**src/rtl/scan_decoder_pkg.sv**
```systemverilog
// -----------------------------------------------------------------------------
// scan_decoder_pkg
// Shared constants and helpers for the scan decoder slice.
//   MODE_DIRECT / MODE_SCAN : encodings of the MODE input
//   cnt_width()             : width of a counter that must hold 0..max_count-1,
//                             never less than one bit
// -----------------------------------------------------------------------------
package scan_decoder_pkg;

  localparam logic MODE_DIRECT = 1'b0;
  localparam logic MODE_SCAN   = 1'b1;

  // Counter width for values 0..max_count-1; a degenerate count still gets a
  // one-bit register so the counter always exists as a real signal.
  function automatic int cnt_width(input int max_count);
    if (max_count <= 1) begin
      return 1;
    end else begin
      return $clog2(max_count);
    end
  endfunction

endpackage

```
**src/rtl/onehot_decoder.sv**
```systemverilog
// -----------------------------------------------------------------------------
// onehot_decoder
// Combinational N -> 2**N one-hot decode.
//   en  : when low the output is all-zero
//   idx : index to decode
//   y   : one-hot of idx, or all-zero when disabled or idx >= COUNT
// -----------------------------------------------------------------------------
module onehot_decoder #(
  parameter int N     = 2,
  parameter int COUNT = 2 ** N
) (
  input  logic               en,
  input  logic [N-1:0]       idx,
  output logic [(2**N)-1:0]  y
);

  localparam int W = 2 ** N;

  // Decode; indices at or above COUNT are not wired to any output.
  always_comb begin
    y = {W{1'b0}};
    if (en && (int'(idx) < COUNT)) begin
      y[idx] = 1'b1;
    end else begin
      y = {W{1'b0}};
    end
  end

endmodule

```
**src/rtl/scan_decoder.sv**
```systemverilog
// -----------------------------------------------------------------------------
// scan_decoder
// Registered one-hot decoder with direct-select and auto-scan modes plus
// break-before-make blanking whenever the selected index changes.
//   clk  : clock, rising edge
//   rst  : asynchronous active-high reset
//   E    : enable; low blanks D and freezes SEL and the prescaler
//   MODE : MODE_DIRECT (SEL follows A) or MODE_SCAN (SEL steps every DIV cycles)
//   A    : select index used in direct mode
//   D    : registered one-hot of SEL (all-zero while blanked/disabled/out of range)
//   SEL  : registered current index
//   TICK : registered one-cycle pulse on each scan step
// -----------------------------------------------------------------------------
module scan_decoder
  import scan_decoder_pkg::*;
#(
  parameter int N     = 2,
  parameter int COUNT = 2 ** N,
  parameter int DIV   = 4,
  parameter int DEAD  = 1
) (
  input  logic              clk,
  input  logic              rst,
  input  logic              E,
  input  logic              MODE,
  input  logic [N-1:0]      A,
  output logic [(2**N)-1:0] D,
  output logic [N-1:0]      SEL,
  output logic              TICK
);

  localparam int W  = 2 ** N;
  localparam int PW = cnt_width(DIV);
  localparam int BW = cnt_width(DEAD);

  localparam logic [N-1:0]  SEL_LAST   = N'(COUNT - 1);
  localparam logic [PW-1:0] PRESC_LAST = PW'(DIV - 1);
  // The change edge itself is the first blank cycle, so DEAD-1 remain after it.
  localparam logic [BW-1:0] BLANK_LOAD = BW'((DEAD > 0) ? (DEAD - 1) : 0);

  generate
    if ((N < 1) || (COUNT < 1) || (COUNT > (2 ** N)) || (DIV < 1) || (DEAD < 0)) begin : g_bad_param
      $error("scan_decoder: illegal parameter set (need N>=1, 1<=COUNT<=2**N, DIV>=1, DEAD>=0)");
    end
  endgenerate

  logic [N-1:0]  sel_r;
  logic [PW-1:0] presc_r;
  logic [BW-1:0] blank_r;
  logic [W-1:0]  d_r;
  logic          tick_r;
  logic          mode_r;
  logic          en_r;

  logic [N-1:0]  sel_nxt_s;
  logic [PW-1:0] presc_nxt_s;
  logic [BW-1:0] blank_nxt_s;
  logic          tick_nxt_s;
  logic          mode_nxt_s;
  logic          sel_chg_s;
  logic          blank_act_s;
  logic          dec_en_s;
  logic [W-1:0]  dec_y_s;

  // Next-state for select, prescaler, tick and blanking.
  always_comb begin
    sel_nxt_s   = sel_r;
    presc_nxt_s = presc_r;
    blank_nxt_s = blank_r;
    tick_nxt_s  = 1'b0;
    mode_nxt_s  = mode_r;
    sel_chg_s   = 1'b0;
    blank_act_s = 1'b0;

    if (!E) begin
      // Disabled: everything frozen except blanking, which is re-armed by the
      // enable rising edge anyway.
      blank_nxt_s = {BW{1'b0}};
    end else begin
      mode_nxt_s = MODE;
      case (MODE)
        MODE_DIRECT: begin
          sel_nxt_s   = A;
          presc_nxt_s = {PW{1'b0}};
        end
        MODE_SCAN: begin
          if (mode_r != MODE) begin
            // Entering scan: restart the prescaler, no step on this edge even
            // if it would have wrapped.
            presc_nxt_s = {PW{1'b0}};
          end else if (presc_r == PRESC_LAST) begin
            presc_nxt_s = {PW{1'b0}};
            tick_nxt_s  = 1'b1;
            // >= also catches an out-of-range SEL inherited from direct mode.
            if (sel_r >= SEL_LAST) begin
              sel_nxt_s = {N{1'b0}};
            end else begin
              sel_nxt_s = sel_r + N'(1'b1);
            end
          end else begin
            presc_nxt_s = presc_r + PW'(1'b1);
          end
        end
        default: begin
          sel_nxt_s   = sel_r;
          presc_nxt_s = presc_r;
        end
      endcase

      // Re-enabling counts as a select change so the output is blanked too.
      sel_chg_s = (sel_nxt_s != sel_r) || !en_r;

      if (DEAD == 0) begin
        blank_nxt_s = {BW{1'b0}};
        blank_act_s = 1'b0;
      end else if (sel_chg_s) begin
        // A change during blanking restarts the count.
        blank_nxt_s = BLANK_LOAD;
        blank_act_s = 1'b1;
      end else if (blank_r != {BW{1'b0}}) begin
        blank_nxt_s = blank_r - BW'(1'b1);
        blank_act_s = 1'b1;
      end else begin
        blank_nxt_s = {BW{1'b0}};
        blank_act_s = 1'b0;
      end
    end
  end

  assign dec_en_s = E && !blank_act_s;

  onehot_decoder #(
    .N     (N),
    .COUNT (COUNT)
  ) u_onehot_decoder (
    .en  (dec_en_s),
    .idx (sel_nxt_s),
    .y   (dec_y_s)
  );

  // State and output registers.
  always_ff @(posedge clk or posedge rst) begin
    if (rst) begin
      sel_r   <= {N{1'b0}};
      presc_r <= {PW{1'b0}};
      blank_r <= {BW{1'b0}};
      d_r     <= {W{1'b0}};
      tick_r  <= 1'b0;
      mode_r  <= MODE_DIRECT;
      en_r    <= 1'b0;
    end else begin
      sel_r   <= sel_nxt_s;
      presc_r <= presc_nxt_s;
      blank_r <= blank_nxt_s;
      d_r     <= dec_y_s;
      tick_r  <= tick_nxt_s;
      mode_r  <= mode_nxt_s;
      en_r    <= E;
    end
  end

  assign D    = d_r;
  assign SEL  = sel_r;
  assign TICK = tick_r;

endmodule

```
**config.mk**
```make
export PLATFORM = sky130hd
export DESIGN_NAME = scan_decoder
export DESIGN_NICKNAME = d
export VERILOG_FILES = /design/src/rtl/scan_decoder_pkg.sv /design/src/rtl/onehot_decoder.sv /design/src/rtl/scan_decoder.sv
export SDC_FILE = /design/constraint.sdc
export NUM_CORES = 1
export LEC_CHECK = 0
export CORE_AREA = 8 8 45 47
export DETAILED_ROUTE_END_ITERATION = 8
export DIE_AREA = 0 0 53 55
export DONT_BUFFER_PORTS = 1
export GPL_TIMING_DRIVEN = 1
export SETUP_SLACK_MARGIN = 0.1
export SLEW_MARGIN = 40
export SYNTH_ARGS = -nofsm -noshare
export SYNTH_HDL_FRONTEND = slang
export SYNTH_HIERARCHICAL = 1
export SYNTH_SLANG_ARGS = --single-unit
export TNS_END_PERCENT = 50
```
**constraint.sdc**
```tcl
create_clock -name clk -period 2.3 [get_ports clk]
set_clock_uncertainty 0.05 [all_clocks]
set_input_delay 0.115 -clock clk [delete_from_list [all_inputs] [get_ports clk]]
set_output_delay 0.115 -clock clk [all_outputs]
set_load 0.02 [all_outputs]
```
== Word-level counts from Yosys, hierarchy flattened ==
Cells that the tools add are included.
Word-level totals
  input port bits: 6
  bits in writable memories: 0
  output and inout port bits: 7
  register bits after elaboration: 12
  memory bits (read-only): 0
  latch bits: 0
  memories kept: 0
  word-level logic and storage cells: 44
Cells by class
  multiplexer cells: 22
  $mul: 0
  divide/modulo/power cells: 0
  reduce and logical (&&, ||, !) cells: 5
  equality and inequality tests: 3
  add/sub/neg operators: 3
  bitwise gates (word level): 1
  shifts and indexed selects: 0
  magnitude comparators: 3
Operators by type and width (count)
  $mux W2: 7
  $mux W1: 11
  $pmux W2 S2: 2
  $add A2 B1 Y2 const B: 2
  $mux W4: 1
  $lt A2 B3 Y1 const B: 1
  $demux W1 S2: 1
  $eq A2 B2 Y1 const B: 1
  $ge A2 B1 Y1 const B: 1
  $ge A2 B2 Y1 const B: 1
  $logic_and A1 B1 Y1: 2
  $logic_not A1 Y1: 2
  $ne A2 B2 Y1: 1
  $logic_or A1 B1 Y1: 1
  $ne A1 B1 Y1: 1
  $not A1 Y1: 1
  $sub A1 B1 Y1 const B: 1

== Depth between registers and ports, before layout ==
Gate-level depths: netlist of the first run.
  word-level depth: 13
  depth in mapped cells: 5
  depth with buffers taken out: 5

== Hierarchy ==
Netlist of the first run, hierarchy kept.
By module, submodules not included
  scan_decoder: cells each 42, times used 1, sequential area each 275.3 µm², area an instance 479.2 µm²
  onehot_decoder: cells each 4, times used 1, sequential area each 0.0 µm², area an instance 37.5 µm²

== Worst setup path before layout of the first run ==
OpenSTA, ideal clock, no wires.
  kind: reg-to-reg
  from: register sel_r[1] (netlist: SEL[1])
  to: register d_r[0] (netlist: D[0])
  period minus slack after synthesis: 1.652 ns
  path buffers: 0
  setup time: 0.080 ns
  arrival time: 1.522 ns
  cell stages (with the launch flop): 6
  data required time: 2.170 ns
  slack: 0.648 ns
  cells stage by stage: dfrtp_1 ha_1 xnor2_1 a31oi_1 a211oi_1 nor3b_2
On the way
  cells in the longest elaborated chain, start to end: 13
  elaborated cells between the ends (all ways): 20
  those cells by class: add/sub (1); order compare (3); eq/ne (1); mux (11); reduce/logical (4)
RTL lines
  start, declared: RTL line scan_decoder.sv:47  | logic [N-1:0] sel_r;
  start signal, assigned: RTL line scan_decoder.sv:144  | sel_r <= {N{1'b0}};
  start signal, assigned: RTL line scan_decoder.sv:152  | sel_r <= sel_nxt_s;
  $add A2 B1 Y2 / $ge A2 B2 Y1 (equally long branches): RTL line scan_decoder.sv:98, scan_decoder.sv:95
  $mux W2: RTL line scan_decoder.sv:95  | if (sel_r >= SEL_LAST) begin
  $mux W2: RTL line scan_decoder.sv:91  | end else if (presc_r == PRESC_LAST) begin
  $mux W2: RTL line scan_decoder.sv:87  | if (mode_r != MODE) begin
  $pmux W2 S2: RTL line scan_decoder.sv:81  | case (MODE)
  $mux W2: RTL line scan_decoder.sv:75  | if (!E) begin
  $ne A2 B2 Y1 (*): RTL line scan_decoder.sv:111  | sel_chg_s = (sel_nxt_s != sel_r) || !en_r;
  $logic_or A1 B1 Y1 (*): RTL line scan_decoder.sv:111
  $mux W1 (*): RTL line scan_decoder.sv:116  | end else if (sel_chg_s) begin
  $mux W1 (*): RTL line scan_decoder.sv:75
  $logic_not A1 Y1 (*): RTL line scan_decoder.sv:130  | assign dec_en_s = E && !blank_act_s;
  $logic_and A1 B1 Y1 (*): RTL line scan_decoder.sv:130
  named net dec_en_s: RTL line scan_decoder.sv:62  | logic dec_en_s;
  $mux W4 (*): RTL line onehot_decoder.sv:22  | if (en && (int'(idx) < COUNT)) begin
  named net dec_y_s[0]: RTL line scan_decoder.sv:63  | logic [W-1:0] dec_y_s;
  end signal, assigned: RTL line scan_decoder.sv:147  | d_r <= {W{1'b0}};
  end signal, assigned: RTL line scan_decoder.sv:155  | d_r <= dec_y_s;
  end, declared: RTL line scan_decoder.sv:50  | logic [W-1:0] d_r;
Mark *: on every way through the listed nets, which the timed path passes. The rest lies on a longest branch. The select of a mux whose other input is x is not followed.
A chain may end at the register's enable or synchronous reset.

== Worst setup path in the final report of the first run ==
Ends and elaborated chain as after synthesis.

==> reports/summary.log, run 1 <==
INFO  clock_network  cts_repair_resize_count=0
INFO  detailed_routing vias_per_cell=5.34
INFO  power_and_ir_drop power.static_leakage=0.270nW
INFO  synthesis      ys_ff_latch=11
INFO  power_and_ir_drop ir_worst_vdd=0.000199V
INFO  detailed_routing met3RoutedLength=92µm
INFO  critical_path  critical_path.startpoint_type=flop
INFO  clock_network  cts_num_sinks=11
INFO  global_route   grt_first_pass_wirelength=1.70mm
INFO  cells_and_area nNetsFinal=60
INFO  timing         final-hold-violation-count=0
INFO  timing         timing.setup.tns=0ns
INFO  critical_path  crit_path_start=SEL[1]
INFO  critical_path  timing.critical_path.arrival=2.00ns
INFO  detailed_routing m1WireLength=431µm
INFO  run_status     run_status=completed
INFO  global_route   grt_overflow=0
INFO  detailed_routing detail_route.iter0.violations=2
INFO  synthesis      yosysWarningCount=6
INFO  clock_network  clockRootBuffer=clkbuf_4
INFO  floorplanning  core_region_area=1380µm²
INFO  clock_network  cts_tree=done
INFO  clock_network  clock_tree.buffer_depth=2
INFO  critical_path  crit_type=flop to flop
INFO  synthesis      synth_cell_type_count=23
INFO  critical_path  cp.required=2.44ns
INFO  timing         report.final.setup_viol=0
INFO  floorplanning  num_io_pins=13
INFO  synthesis      net_count_after_synthesis=54
INFO  clock_network  worst_skew_pair.late_latency=0.27ns
INFO  floorplanning  rows=14
INFO  floorplanning  floorplan.die.height=55µm
INFO  timing         final_period_minus_worst_setup_slack=1.86ns
INFO  floorplanning  initial_utilization=0.373
INFO  detailed_routing route.final.wire_length=1.06mm
INFO  clock_network  cts_post_setup_buffers_inserted=0
INFO  synthesis      synth.avg_cell_area=11.2µm²
INFO  synthesis      synthesis.area=517µm²
INFO  cells_and_area final_cell_mix=11 x dfrtp_1, 5 x inv_1
INFO  floorplanning  die_x=53µm
INFO  detailed_routing met2_wirelength=485µm
INFO  detailed_routing dr.pass1.iters=4
INFO  clock_network  cts-htree-levels=1
INFO  cells_and_area fin_util=0.420
INFO  timing         timing_worst_slew_pin_value=0.423ns
INFO  run            maxCapViolations=0
INFO  synthesis      synth-main-ff-cell=dfrtp_1
INFO  clock_network  cts_inserted_buffers=3
INFO  detailed_routing postRouteAntennaNets=0
INFO  power_and_ir_drop total_design_power=0.418mW
INFO  global_route   first_global_vias=398
INFO  power_and_ir_drop power_density=721nW/µm²
INFO  cells_and_area layout.cells.most_common=dfrtp_1
INFO  timing         whs=0.0346ns
INFO  detailed_routing route.vias.total=358
INFO  synthesis      yosysSeqAreaShare=0.533
INFO  timing         peak_freq=0.537GHz
INFO  synthesis      post_synthesis_async_set_or_reset_flop_share=1.00
INFO  detailed_routing remaining_drc_errors=0
INFO  cells_and_area area_growth_syn_to_layout=12.3%
INFO  cells_and_area post_route_cells_drive_above_1_share=0.118
INFO  critical_path  reg2reg_start=SEL[1]
INFO  detailed_routing avgRoutedWirePerCell=15.8µm
INFO  timing         max-slew-margin-rel=0.718
INFO  min_path       hold_class=primary input to flop
INFO  min_path       timing.hold.worst.start=E
INFO  global_route   grt_usage=0.0822
INFO  clock_network  hold_buffers=3
INFO  critical_path  worst_setup_path_end_kind=flop
INFO  place          io_buffer_count=0
INFO  global_route   grt_antenna_before_repair=0
INFO  place          finalWeightedCongestion=0.718
INFO  synthesis      number_of_synthesized_flops_with_an_enable_pin=0
INFO  detailed_routing maxUsedRoutingLayer=met4
INFO  cells_and_area antennaDiodeCount=0
INFO  timing         grt_setup_unrepaired=no
INFO  critical_path  timing.critical_path.fanout_max=5
INFO  global_route   grt_start_max_net_pins=12
INFO  floorplanning  die_area=2920µm²
INFO  synthesis      synthesis.instances=46
INFO  timing         slew_viol_final=0
INFO  clock_network  clk_pin_slew_worst_paths=0.06ns
INFO  timing         timing.final.crit_share=0.810
INFO  place          dp.final_hpwl=830µm
==> path summary, 6_finish.rpt <==
check | cells after the start | endpoint | slack, ns
hold reg to reg | 1 | presc_r[0] | 0.45
hold / removal | 1 | SEL[0] | 0.03
setup reg to reg | 5 | D[0] | 0.44
max in group asynchronous | 2 | D[3] | 1.68
min in group asynchronous | 2 | presc_r[1] | 0.22
setup / recovery | 5 | D[0] | 0.44
==> where the power goes <==
group          leakage [nW]  switching [mW]  internal [mW]
logic                 0.111          0.0293         0.0304
clock network        0.0150          0.0634         0.0672
registers             0.143          0.0228          0.205
==> per-stage QoR <==
stage / instances / instance area [µm²] / setup slack, ns
2_1_floorplan: 46 / 517 / 0.648
3_3_place_gp: 60 / 524 / 0.516
3_5_place_dp: 60 / 524 / 0.438
4_1_cts: 67 / 581 / 0.410
5_1_grt: 67 / 581 / 0.280
6_report: 67 / 581 / 0.437
==> registers in the layout (all words and copies together), names as in the netlist <==
name and flops:
SEL 2, TICK 1, en_r 1, mode_r 1, D 4, presc_r 2
==> area by class of cell <==
type	count	area, µm²
clock buffers	4	26.3
fillers	135	803
inverters	5	18.8
multi-input cells	28	210
flip-flops and latches	11	275
well taps	16	20.0
repair buffers	3	30.0
==> logic make-up after synthesis <==
family,after synthesis,share of synthesized area
buffers and inverters,7,0.0605
and+or+nand+nor,12,0.155
DFF,11,0.533
xor gates and xnor gates,3,0.0509
AOI/OAI and AO/OA,11,0.153
adders and majority gates,2,0.0484
==> routing by layer <==
| layer | vias up | global-route usage |
|---|---|---|
| met2 | 13 | 0.123 |
| met3 | 5 | 0.0321 |
| met5 | - | 0 |
| met4 | 0 | 0.0905 |
| li1 | 173 | - |
| met1 | 167 | 0.0827 |
==> critical path, stage by stage, from the launching register on <==
cell and delay [ns]:
dfrtp_1 0.56, ha_1 0.33, xnor2_1 0.15, a31oi_1 0.10, a211oi_1 0.35, nor3b_2 0.24
==> synthesized netlist by cell type, types with 2 or more instances <==
master	n	area, µm²
ha_1	2	25.0
nand2_1	3	11.3
o21ai_0	2	10.0
dfrtp_1	11	275
nand2b_1	2	12.5
o22ai_1	2	12.5
and3b_1	2	17.5
xnor2_1	3	26.3
inv_1	5	18.8
Note: power is estimated with default switching activity, not from simulation.
==> inputs of run 2 (changes only) <==
clock period = 1.55 ns   (was 2.3 ns; I/O delays follow)
==> run 2 against run 1 <==
Critical path depth is the same. Core utilization grew 9.0 points. Global-route usage grew 0.76 points. Non-clock buffer count grew 7. Clock power grew 44%. Worst setup slack lost 0.42 ns. First-iteration DRC count is the same. Final cell count grew 10%. Via count grew 7.5%.
==> reports/summary.log, run 2 (synthesized netlist as in run 1, its figures left out) <==
INFO  min_path       worstHoldPathCells=2 [+1]
INFO  detailed_routing dr.pass1.iters=2 [-2]
INFO  place          pre_cts_slack=0.0244ns [-0.414 ns]
INFO  global_route   grt_overflow=0 [unchanged]
INFO  run            maxCapViolations=0 [unchanged]
INFO  global_route   first_global_vias=407 [+2.3%]
INFO  place          detailed_place.area=588µm² [+12%]
INFO  min_path       hold_class=primary input to flop
INFO  timing         slew_viol_final=0 [unchanged]
INFO  power_and_ir_drop power.static_leakage=0.331nW [+23%]
INFO  floorplanning  die_x=53µm [unchanged]
INFO  floorplanning  rows=14 [unchanged]
INFO  critical_path  crit_type=flop to flop
INFO  timing         timing.final.crit_share=0.987 [+0.177]
INFO  timing         max-slew-margin-rel=0.726 [+0.00833]
INFO  cells_and_area fin_util=0.510 [+0.0904]
INFO  detailed_routing postRouteAntennaNets=0 [unchanged]
INFO  critical_path  critical_path.startpoint_type=flop
INFO  cells_and_area layout.filler_cells=136 [+0.74%]
INFO  global_route   grt_usage=0.0898 [+0.00757]
INFO  clock_network  cts_num_sinks=11 [unchanged]
INFO  critical_path  worst_r2r_path_depth=5 [unchanged]
INFO  power_and_ir_drop total_design_power=0.689mW [+65%]
INFO  cells_and_area layout.cells.most_common=dfrtp_1
INFO  cells_and_area antennaDiodeCount=0 [unchanged]
INFO  place          cells_after_dpl=65 [+8.3%]
INFO  min_path       timing.hold.worst.start=MODE
INFO  clock_network  clockRootBuffer=clkbuf_4
INFO  timing         report.final.setup_viol=0 [unchanged]
INFO  min_path       timing.hold.worst_endpoint=SEL[1]
INFO  critical_path  worst_setup_path_end_kind=flop
INFO  critical_path  crit_path_start=SEL[0]
INFO  clock_network  clock_tree.buffer_depth=2 [unchanged]
INFO  floorplanning  floorplan.die.height=55µm [unchanged]
INFO  clock_network  cts_inserted_buffers=3 [unchanged]
INFO  detailed_routing route.final.wire_length=1.16mm [+9.8%]
INFO  critical_path  reg2reg_setup_slack=0.02ns [-0.42 ns]
INFO  timing         final-hold-violation-count=0 [unchanged]
INFO  detailed_routing route.vias.total=385 [+7.5%]
INFO  global_route   grt_antenna_before_repair=0 [unchanged]
INFO  critical_path  rr_endpoint=D[0]
INFO  floorplanning  die_area=2920µm² [unchanged]
INFO  floorplanning  num_io_pins=13 [unchanged]
INFO  critical_path  timing.critical_path.arrival=1.66ns [-0.34 ns]
INFO  clock_network  clk_pin_slew_worst_paths=0.07ns [about the same]
INFO  floorplanning  initial_utilization=0.373 [unchanged]
INFO  clock_network  cts_tree=done
INFO  timing         grt_setup_unrepaired=yes
INFO  power_and_ir_drop power_density=977nW/µm² [+35%]
INFO  place          dp.final_hpwl=781µm [-5.9%]
INFO  detailed_routing remaining_drc_errors=0 [unchanged]
INFO  detailed_routing avgRoutedWirePerCell=15.7µm [-0.57%]
INFO  critical_path  cp.required=1.68ns [-0.76 ns]
INFO  place          finalWeightedCongestion=0.720 [+0.19%]
INFO  critical_path  timing.critical_path.fanout_max=4 [-1]
INFO  cells_and_area final_cell_mix=9 x dfrtp_1, 6 x buf_4, 5 x inv_1, 3 x clkbuf_4, 3 x dlygate4sd3_1
INFO  cells_and_area final_area=706µm² [+22%]
INFO  cells_and_area post_route_cells_drive_above_1_share=0.362 [+0.244]
INFO  timing         peak_freq=0.654GHz [+22%]
INFO  detailed_routing vias_per_cell=5.20 [-2.6%]
INFO  global_route   grt_first_pass_wirelength=1.86mm [+9.3%]
INFO  detailed_routing detail_route.iter0.violations=2 [unchanged]
INFO  timing         timing_worst_slew_pin_value=0.410ns [-0.0125 ns]
INFO  timing         setup_slack=0.0207ns [-0.416 ns]
INFO  critical_path  reg2reg_start=SEL[0]
INFO  cells_and_area layout.cells.non_filler=74 [+10%]
INFO  power_and_ir_drop ir_worst_vdd=0.000602V [+200%]
INFO  place          io_buffer_count=0 [unchanged]
INFO  run_status     run_status=completed
INFO  cells_and_area nNetsFinal=67 [+12%]
INFO  cells_and_area largest_reg_flops=4 [unchanged]
INFO  timing         final_period_minus_worst_setup_slack=1.53ns [-0.334 ns]
INFO  clock_network  cts-htree-levels=1 [unchanged]
INFO  global_route   grt_start_max_net_pins=12 [unchanged]
INFO  floorplanning  core_region_area=1380µm² [unchanged]
INFO  cells_and_area area_growth_syn_to_layout=36.6%
INFO  clock_network  worst_skew_pair.late_latency=0.26ns [about the same]
==> run 2: cell types whose count changed in the layout (fill, tap and decap cells not counted), sizes merged <==
cell and change:
dlymetal6s4s +1, buf +6
==> run 2: per-stage QoR <==
step	TNS, ns	hold WS, ns
floorplan	0	-0.120
global placement	0	-0.0718
detailed placement	0	-0.0662
CTS	0	-0.0701
global route	-0.172	0.00794
finish	0	0.0179
==> run 2: worst max-delay path: stages, from the launching register on <==
cell	delay (ns)
dfrtp_2	0.43
ha_4	0.28
xnor2_2	0.10
a31oi_1	0.10
a211oi_2	0.27
nor3b_2	0.22
==> run 2: final cells by class <==
cell class	count	area, µm²	area share
clock buffer	4	26.3	0.0372
inverter	5	18.8	0.0266
multi-input combinational	28	275	0.390
sequential	11	278	0.394
tap	16	20.0	0.0284
timing repair buffer	10	87.6	0.124
==> run 2: layer usage <==
| metal | track usage | wire length (µm) | share of wire |
|---|---|---|---|
| met5 | 0 | 0 | 0 |
| met4 | 0.0259 | 0 | 0 |
| met3 | 0.0615 | 89 | 0.077 |
| met2 | 0.150 | 646 | 0.56 |
| met1 | 0.0885 | 427 | 0.37 |
==> run 2: repair_timing <==
action | in CTS | in global routing
hold endpoints to repair | 18 | 3
gates resized for setup | 2 | 5
hold buffers | 3 | 1
setup buffers | 1 | 0
endpoints found under the setup margin | 4 | 5
pin swaps | 1 | 3
==> run 2: power breakdown <==
part           leakage (nW)  switching [mW]  internal, mW
sequential            0.141          0.0202         0.306
combinational         0.174          0.0781        0.0964
clock                0.0150          0.0887        0.0994
==> run 2: worst max-delay path by stage <==
| stage | slack (ns) | end | cells past startpoint |
|---|---|---|---|
| CTS | 0.005 | D[0] | 5 |
| global route | -0.09 | D[0] | 5 |
| finish | 0.02 | D[0] | 5 |
| global placement | 0.005 | D[2] | 5 |
| floorplan | 0.07 | D[3] | 5 |
| detailed placement | 0.02 | D[2] | 5 |
